**src/rtl/tpu_pkg.sv**
```systemverilog
// Shared types and constants for the operand-bus arbiter.
// Latency: n/a (declarations only).
// Backpressure: n/a.
package tpu_pkg;

    // The grant state doubles as the grant register: which requester owns the bus.
    typedef enum logic [1:0] {
        IDLE  = 2'd0,
        GNT_A = 2'd1,
        GNT_B = 2'd2
    } state_e;

    // Encoding of out_src / sel / last_served.
    localparam logic SRC_A = 1'b1;
    localparam logic SRC_B = 1'b0;

endpackage

```
**src/rtl/tpu_operand_arbiter_if.sv**
```systemverilog
// Bundle of requester A/B, shared-bus and status signals around the arbiter.
// Latency: n/a (wires only).
// Backpressure: valid/ready on both upstream ports and on the downstream port.
interface tpu_operand_arbiter_if #(
    parameter int DATA_W = 32
);
    logic              a_valid;
    logic [DATA_W-1:0] a_data;
    logic              a_last;
    logic              a_ready;
    logic              b_valid;
    logic [DATA_W-1:0] b_data;
    logic              b_last;
    logic              b_ready;
    logic              out_valid;
    logic [DATA_W-1:0] out_data;
    logic              out_src;
    logic              out_ready;
    logic              sel;
    logic              busy;

    // Environment side: requesters plus downstream sink.
    modport master (
        output a_valid, a_data, a_last, b_valid, b_data, b_last, out_ready,
        input  a_ready, b_ready, out_valid, out_data, out_src, sel, busy
    );

    // Arbiter side.
    modport slave (
        input  a_valid, a_data, a_last, b_valid, b_data, b_last, out_ready,
        output a_ready, b_ready, out_valid, out_data, out_src, sel, busy
    );
endinterface

```
**src/rtl/tpu_rr_pick.sv**
```systemverilog
// Round-robin winner between A and B given who was served last.
// Latency: combinational.
// Backpressure: none; pure decision logic.
module tpu_rr_pick
    import tpu_pkg::*;
(
    input  logic a_vld,
    input  logic b_vld,
    input  logic last_served,
    output logic pick_vld,
    output logic pick_src
);

    // On a tie the requester that was not served last wins.
    always_comb begin
        pick_vld = a_vld | b_vld;
        pick_src = SRC_B;
        if (a_vld && b_vld) begin
            pick_src = (last_served == SRC_A) ? SRC_B : SRC_A;
        end else if (a_vld) begin
            pick_src = SRC_A;
        end
    end

endmodule

```
**src/rtl/tpu_operand_arbiter.sv**
```systemverilog
// Round-robin burst arbiter sharing one operand bus between requesters A and B (ARB_PERF_CNT_EN adds grant counters).
// Latency: data path combinational (0 cycles); grant registered, first beat one cycle after the request.
// Backpressure: out_ready passes straight to the granted requester's ready; the other requester sees ready=0.
module tpu_operand_arbiter
    import tpu_pkg::*;
#(
    parameter int DATA_W    = 32,
    parameter int BURST_LEN = 4
`ifdef ARB_PERF_CNT_EN
    ,
    parameter int CNT_W     = 16
`endif
) (
    input  logic                 clk,
    input  logic                 rst,
    tpu_operand_arbiter_if.slave bus
`ifdef ARB_PERF_CNT_EN
    ,
    input  logic                 cnt_clr,
    output logic [CNT_W-1:0]     gnt_cnt_a,
    output logic [CNT_W-1:0]     gnt_cnt_b
`endif
);

    localparam int              BEAT_W   = $clog2(BURST_LEN + 1);
    localparam logic [BEAT_W-1:0] BEAT_MAX = BEAT_W'(BURST_LEN);

    state_e              state_q, state_d;
    logic [BEAT_W-1:0]   beat_cnt_q, beat_cnt_d;
    logic                last_served_q, last_served_d;
    logic                sel_q, sel_d;

    logic                busy_w;
    logic                x_vld;
    logic                x_last;
    logic                beat;
    logic                grant_end;
    logic                end_a_vld;
    logic                end_b_vld;
    logic                idle_pick_vld, idle_pick_src;
    logic                end_pick_vld, end_pick_src;
    logic [DATA_W-1:0]   mux_dat;

    // Steer the granted requester's control onto shared signals and detect the closing beat.
    always_comb begin
        busy_w    = (state_q != IDLE);
        x_vld     = (sel_q == SRC_A) ? bus.a_valid : bus.b_valid;
        x_last    = (sel_q == SRC_A) ? bus.a_last  : bus.b_last;
        beat      = busy_w & x_vld & bus.out_ready;
        grant_end = beat & (x_last | ((beat_cnt_q + BEAT_W'(1)) == BEAT_MAX));
        // A valid that carried a last beat belongs to the finished burst, so it
        // cannot ask for a fresh grant; a truncated burst still wants more.
        end_a_vld = bus.a_valid & ~((sel_q == SRC_A) & bus.a_last);
        end_b_vld = bus.b_valid & ~((sel_q == SRC_B) & bus.b_last);
    end

    tpu_rr_pick u_pick_idle (
        .a_vld       (bus.a_valid),
        .b_vld       (bus.b_valid),
        .last_served (last_served_q),
        .pick_vld    (idle_pick_vld),
        .pick_src    (idle_pick_src)
    );

    // At a grant end the owner becomes last_served, so the other side wins any tie.
    tpu_rr_pick u_pick_end (
        .a_vld       (end_a_vld),
        .b_vld       (end_b_vld),
        .last_served (sel_q),
        .pick_vld    (end_pick_vld),
        .pick_src    (end_pick_src)
    );

    // Next grant, beat count and round-robin pointer.
    always_comb begin
        state_d       = state_q;
        beat_cnt_d    = beat_cnt_q;
        last_served_d = last_served_q;
        case (state_q)
            IDLE: begin
                if (idle_pick_vld) begin
                    state_d = (idle_pick_src == SRC_A) ? GNT_A : GNT_B;
                end
            end
            GNT_A, GNT_B: begin
                if (grant_end) begin
                    beat_cnt_d    = '0;
                    last_served_d = sel_q;
                    if (end_pick_vld) begin
                        state_d = (end_pick_src == SRC_A) ? GNT_A : GNT_B;
                    end else begin
                        state_d = IDLE;
                    end
                end else if (beat) begin
                    beat_cnt_d = beat_cnt_q + BEAT_W'(1);
                end
            end
            default: state_d = IDLE;
        endcase
        sel_d = sel_q;
        if (state_d == GNT_A) begin
            sel_d = SRC_A;
        end else if (state_d == GNT_B) begin
            sel_d = SRC_B;
        end
    end

    // Control state register; reset leaves A first in line and the mux pointing at A.
    always_ff @(posedge clk) begin
        if (rst) begin
            state_q       <= IDLE;
            beat_cnt_q    <= '0;
            last_served_q <= SRC_B;
            sel_q         <= SRC_A;
        end else begin
            state_q       <= state_d;
            beat_cnt_q    <= beat_cnt_d;
            last_served_q <= last_served_d;
            sel_q         <= sel_d;
        end
    end

    assign mux_dat       = (sel_q == SRC_A) ? bus.a_data : bus.b_data;
    assign bus.out_data  = busy_w ? mux_dat : '0;
    assign bus.out_valid = busy_w & x_vld;
    assign bus.out_src   = busy_w & (sel_q == SRC_A);
    assign bus.a_ready   = busy_w & (sel_q == SRC_A) & bus.out_ready;
    assign bus.b_ready   = busy_w & (sel_q == SRC_B) & bus.out_ready;
    assign bus.sel       = sel_q;
    assign bus.busy      = busy_w;

`ifdef ARB_PERF_CNT_EN
    logic [CNT_W-1:0] gnt_cnt_a_q, gnt_cnt_a_d;
    logic [CNT_W-1:0] gnt_cnt_b_q, gnt_cnt_b_d;

    // Saturating completed-grant counters; a clear beats a same-cycle increment.
    always_comb begin
        gnt_cnt_a_d = gnt_cnt_a_q;
        gnt_cnt_b_d = gnt_cnt_b_q;
        if (cnt_clr) begin
            gnt_cnt_a_d = '0;
            gnt_cnt_b_d = '0;
        end else if (grant_end) begin
            if (sel_q == SRC_A) begin
                if (~&gnt_cnt_a_q) gnt_cnt_a_d = gnt_cnt_a_q + CNT_W'(1);
            end else begin
                if (~&gnt_cnt_b_q) gnt_cnt_b_d = gnt_cnt_b_q + CNT_W'(1);
            end
        end
    end

    // Counter registers.
    always_ff @(posedge clk) begin
        if (rst) begin
            gnt_cnt_a_q <= '0;
            gnt_cnt_b_q <= '0;
        end else begin
            gnt_cnt_a_q <= gnt_cnt_a_d;
            gnt_cnt_b_q <= gnt_cnt_b_d;
        end
    end

    assign gnt_cnt_a = gnt_cnt_a_q;
    assign gnt_cnt_b = gnt_cnt_b_q;
`endif

endmodule

```
**src/flat_wrapper.sv**
```systemverilog
// flat-port wrapper written by rule: the top's interface ports become plain ports
module tpu_operand_arbiter_flat import tpu_pkg::*;
#(
    parameter int DATA_W    = 32,
    parameter int BURST_LEN = 4

)
  (clk, rst, bus_a_valid, bus_a_data, bus_a_last, bus_b_valid, bus_b_data, bus_b_last, bus_out_ready, bus_a_ready, bus_b_ready, bus_out_valid, bus_out_data, bus_out_src, bus_sel, bus_busy);
  tpu_operand_arbiter_if #(.DATA_W(DATA_W)) bus_i ();
  input  logic clk;
  input  logic rst;
  input wire logic [$bits(bus_i.a_valid)-1:0] bus_a_valid;
  input wire logic [$bits(bus_i.a_data)-1:0] bus_a_data;
  input wire logic [$bits(bus_i.a_last)-1:0] bus_a_last;
  input wire logic [$bits(bus_i.b_valid)-1:0] bus_b_valid;
  input wire logic [$bits(bus_i.b_data)-1:0] bus_b_data;
  input wire logic [$bits(bus_i.b_last)-1:0] bus_b_last;
  input wire logic [$bits(bus_i.out_ready)-1:0] bus_out_ready;
  output wire logic [$bits(bus_i.a_ready)-1:0] bus_a_ready;
  output wire logic [$bits(bus_i.b_ready)-1:0] bus_b_ready;
  output wire logic [$bits(bus_i.out_valid)-1:0] bus_out_valid;
  output wire logic [$bits(bus_i.out_data)-1:0] bus_out_data;
  output wire logic [$bits(bus_i.out_src)-1:0] bus_out_src;
  output wire logic [$bits(bus_i.sel)-1:0] bus_sel;
  output wire logic [$bits(bus_i.busy)-1:0] bus_busy;
  assign bus_i.a_valid = bus_a_valid;
  assign bus_i.a_data = bus_a_data;
  assign bus_i.a_last = bus_a_last;
  assign bus_i.b_valid = bus_b_valid;
  assign bus_i.b_data = bus_b_data;
  assign bus_i.b_last = bus_b_last;
  assign bus_i.out_ready = bus_out_ready;
  assign bus_a_ready = bus_i.a_ready;
  assign bus_b_ready = bus_i.b_ready;
  assign bus_out_valid = bus_i.out_valid;
  assign bus_out_data = bus_i.out_data;
  assign bus_out_src = bus_i.out_src;
  assign bus_sel = bus_i.sel;
  assign bus_busy = bus_i.busy;
  tpu_operand_arbiter #(.DATA_W(DATA_W), .BURST_LEN(BURST_LEN)) u_core (.clk(clk), .rst(rst), .bus(bus_i));
endmodule
```
**config.mk**
```make
export PLATFORM = sky130hd
export DESIGN_NAME = tpu_operand_arbiter_flat
export DESIGN_NICKNAME = d
export VERILOG_FILES = /design/src/rtl/tpu_pkg.sv /design/src/rtl/tpu_operand_arbiter_if.sv /design/src/rtl/tpu_rr_pick.sv /design/src/rtl/tpu_operand_arbiter.sv /design/src/flat_wrapper.sv
export SDC_FILE = /design/constraint.sdc
export NUM_CORES = 1
export LEC_CHECK = 0
export CORE_MARGIN = 2
export CORE_UTILIZATION = 31
export CTS_BUF_LIST = sky130_fd_sc_hd__clkbuf_16
export CTS_CLUSTER_SIZE = 20
export DETAILED_ROUTE_END_ITERATION = 6
export GPL_TIMING_DRIVEN = 1
export PLACE_DENSITY = 0.85
export SYNTH_ARGS = -nofsm -noshare
export SYNTH_HDL_FRONTEND = slang
export SYNTH_HIERARCHICAL = 1
export SYNTH_SLANG_ARGS = --single-unit
```
**constraint.sdc**
```tcl
create_clock -name clk -period 4.73 [get_ports clk]
set_input_delay 0.473 -clock clk [delete_from_list [all_inputs] [get_ports clk]]
set_output_delay 0.473 -clock clk [all_outputs]
set_load 0.005 [all_outputs]
```
==> results.cfg <==
[setup_path]
critPathLaunchType = flop
worstSetupEndpointType = output port
worstReg2RegStart = u_core/state_q[0]
slowest_stage = ha_1
cp.buffers_inverters = 4
crit_type = flop to output port
path_common_cell = inv_1
critPathMaxFanout = 19
crit_family = buffers and inverters
crit_arrival_ns = 2.28
crit_start = u_core/state_q[1]
crit_chain = inv_1 -> ha_1 -> buf_4 -> inv_1 -> nand2_1 -> nor2_1 -> clkdlybuf4s50_1
cp_data_required_time_ns = 4.26
slowest_delay_ns = 0.56

[place]
io_buffer_count = 108
gp_congestion = 0.739
hpwlAfterDp_mm = 3.12

[worst_hold_path]
hold_start = u_core/beat_cnt_q[2]
hold_class = flop to flop

[global_routing]
track_usage_pct = 17.8
grt_pass1_vias = 1153
globalRouteOverflowTotal = 0
grt_max_degree = 25
grt_pass1_wl_mm = 5.25
antenna_found_initial = 0

[cts]
clk_latency_ns = 0.23
cts_buffers = 3
cts.htree.levels = 1
cts_setup_buffers = 0
ctsLongestPathBuffers = 2
ctsHoldBuffers = 0
cts_num_sinks = 7
cts_tree = yes
cts_resized = 0
clockRootBuffer = clkbuf_16
clk_pin_slew_ns = 0.04

[sta]
finalHoldViolations = 0
final.min_clock_period_ns = 2.75
skew_ns = 0.000787
worstMarginPinSlew_ns = 0.643
setup_viol = 0
slew-limit-headroom_pct = 57.2
slew_violations = 0
fin_crit_sh_pct = 58.2
rsz0062_at_grt = false
fmax_mhz = 364
fin_tns_setup_ns = 0

[detailed_routing]
final_antenna_net_count = 0
wl_mm = 3.88
drt_iter0_markers = 64
drc = 0
num_vias = 1378
via_per_inst = 4.77
routedWlPerCell_um = 13.4
first_pass_iters = 4

[die]
die_x_um = 62.0
io_pins = 109
rows = 21
dieArea_mm2 = 0.00384
die_h_um = 62.0
core_mm2 = 0.00328
initial_utilization_pct = 31.7

[synth]
synth-simple-area-share_pct = 26.8
synthFlopType = dfxtp_1
synth_xor_area_share_pct = 0.840
avgSynthCellArea_um2 = 7.50
ys_seq_area_share_pct = 13.4
synth_compound_area_share_pct = 11.4
synthAdderAreaFrac_pct = 4.80
ys_warn_count = 6
ys_ff_latch = 7
synth-edff-count = 0
synthesis.nets = 214
synth_cell_types = 33
ys_async_sr_fraction_pct = 0
synth_top_family_by_area = multiplexers
syn_area_mm2 = 0.00104
synth_cells = 139
synth.area.mux_share_pct = 36.0

[power_and_ir_drop]
ir_worst_vdd_mv = 0.199
p_leak_uw = 0.00103
powerDensity_mw_per_mm2 = 239
p_total_uw = 531

[finish]
drive_gt1_share_pct = 4.94
final_core_util_pct = 67.7
n_antenna_cell = 0
layout-area-overhead-vs-synth_pct = 113
nFillCells = 268
fin_nets = 319

[run_status]
status = complete, no violations

[flow_run]
maxCapViolCount = 0
## path summary, 6_finish.rpt
path	end	slack [ns]	depth (start not counted)
min reg2reg	u_core/beat_cnt_q[2]	0.49	2
min	u_core/beat_cnt_q[2]	0.49	2
max	bus_b_ready	1.98	7
max reg2reg	u_core/bus.sel	2.23	8
## Yosys cell counts (2+ instances only)
library cell	count	area, um^2
nor2_1	44	165
mux2i_1	36	360
dfxtp_1	7	140
buf_2	5	25.0
inv_1	5	18.8
ha_1	4	50.1
a21boi_0	3	22.5
clkbuf_1	3	11.3
a21oi_1	2	10.0
a311oi_1	2	17.5
a31oi_1	2	12.5
nand2_1	2	7.51
nor2b_1	2	12.5
nor3_1	2	10.0
or2_1	2	12.5
## through the flow
step	cells	instance area (um^2)	hold WS [ns]	worst slack, ns
finish	289	2220	0.493	1.98
global route	289	2220	0.554	1.81
CTS	289	2220	0.495	1.98
detailed placement	285	2150	0.489	2.23
global placement	285	2150	0.490	2.27
floorplan	139	1040	0.454	2.71
## layout by cell type (no fill, tap or decap), types with 2 or more instances in the layout
| cell | instances |
|---|---|
| nand2_1 | 2 |
| a311oi_1 | 2 |
| ha_1 | 4 |
| buf_4 | 2 |
| inv_1 | 6 |
| nor3_1 | 2 |
| a31oi_1 | 2 |
| dfxtp_1 | 6 |
| clkdlybuf4s50_1 | 108 |
| mux2i_1 | 36 |
| or2_1 | 2 |
| clkbuf_16 | 3 |
| nor2_1 | 44 |
| a21boi_0 | 3 |
| a21oi_1 | 2 |
| nor2b_1 | 2 |
## power breakdown
group,internal [uW],total [uW],leakage (uW),switching [uW]
clock,110,141,0.0000423,31.3
combinational,194,311,0.000935,117
sequential,64.0,78.8,0.0000567,14.9
## worst register-to-register path, delay by kind of cell (launching register included)
| family | cells | cell delay, ns |
|---|---|---|
| AO/OA/AOI/OAI | 2 | 0.48 |
| AND/OR/NAND/NOR | 3 | 0.76 |
| buffers and inverters | 2 | 0.37 |
| flip-flops | 1 | 0.36 |
| adder cells (fa/ha/maj) | 1 | 0.42 |
## flip-flops by register name (all words and copies together) (netlist names)
| register | cells |
|---|---|
| u_core/last_served_q | 1 |
| u_core/beat_cnt_q | 3 |
| u_core/bus.sel | 1 |
| u_core/state_q | 2 |
## layout make-up
class | count | area (um^2) | share of cell area (%)
Timing Repair Buffer | 110 | 1100 | 49.3
Multi-Input combinational cell | 117 | 832 | 37.4
Sequential cell | 7 | 141 | 6.36
Clock buffer | 3 | 75.1 | 3.37
Tap cell | 46 | 57.6 | 2.59
Inverter | 5 | 18.8 | 0.844
Clock inverter | 1 | 3.75 | 0.169
## cell families after synthesis
family,after synthesis
AOI/OAI and AO/OA,15
xor gates and xnor gates,1
adders and majority gates,4
buffers and inverters,15
DFF,7
muxes,37
and+or+nand+nor,60
## metal layers
| layer | GRT usage (%) | routed length [um] |
|---|---|---|
| met2 | 33.3 | 2090 |
| met5 | 0 | 0 |
| met3 | 2.07 | 311 |
| met1 | 21.5 | 1450 |
| met4 | 4.26 | 25 |
Note: power is estimated with default switching activity, not from simulation.
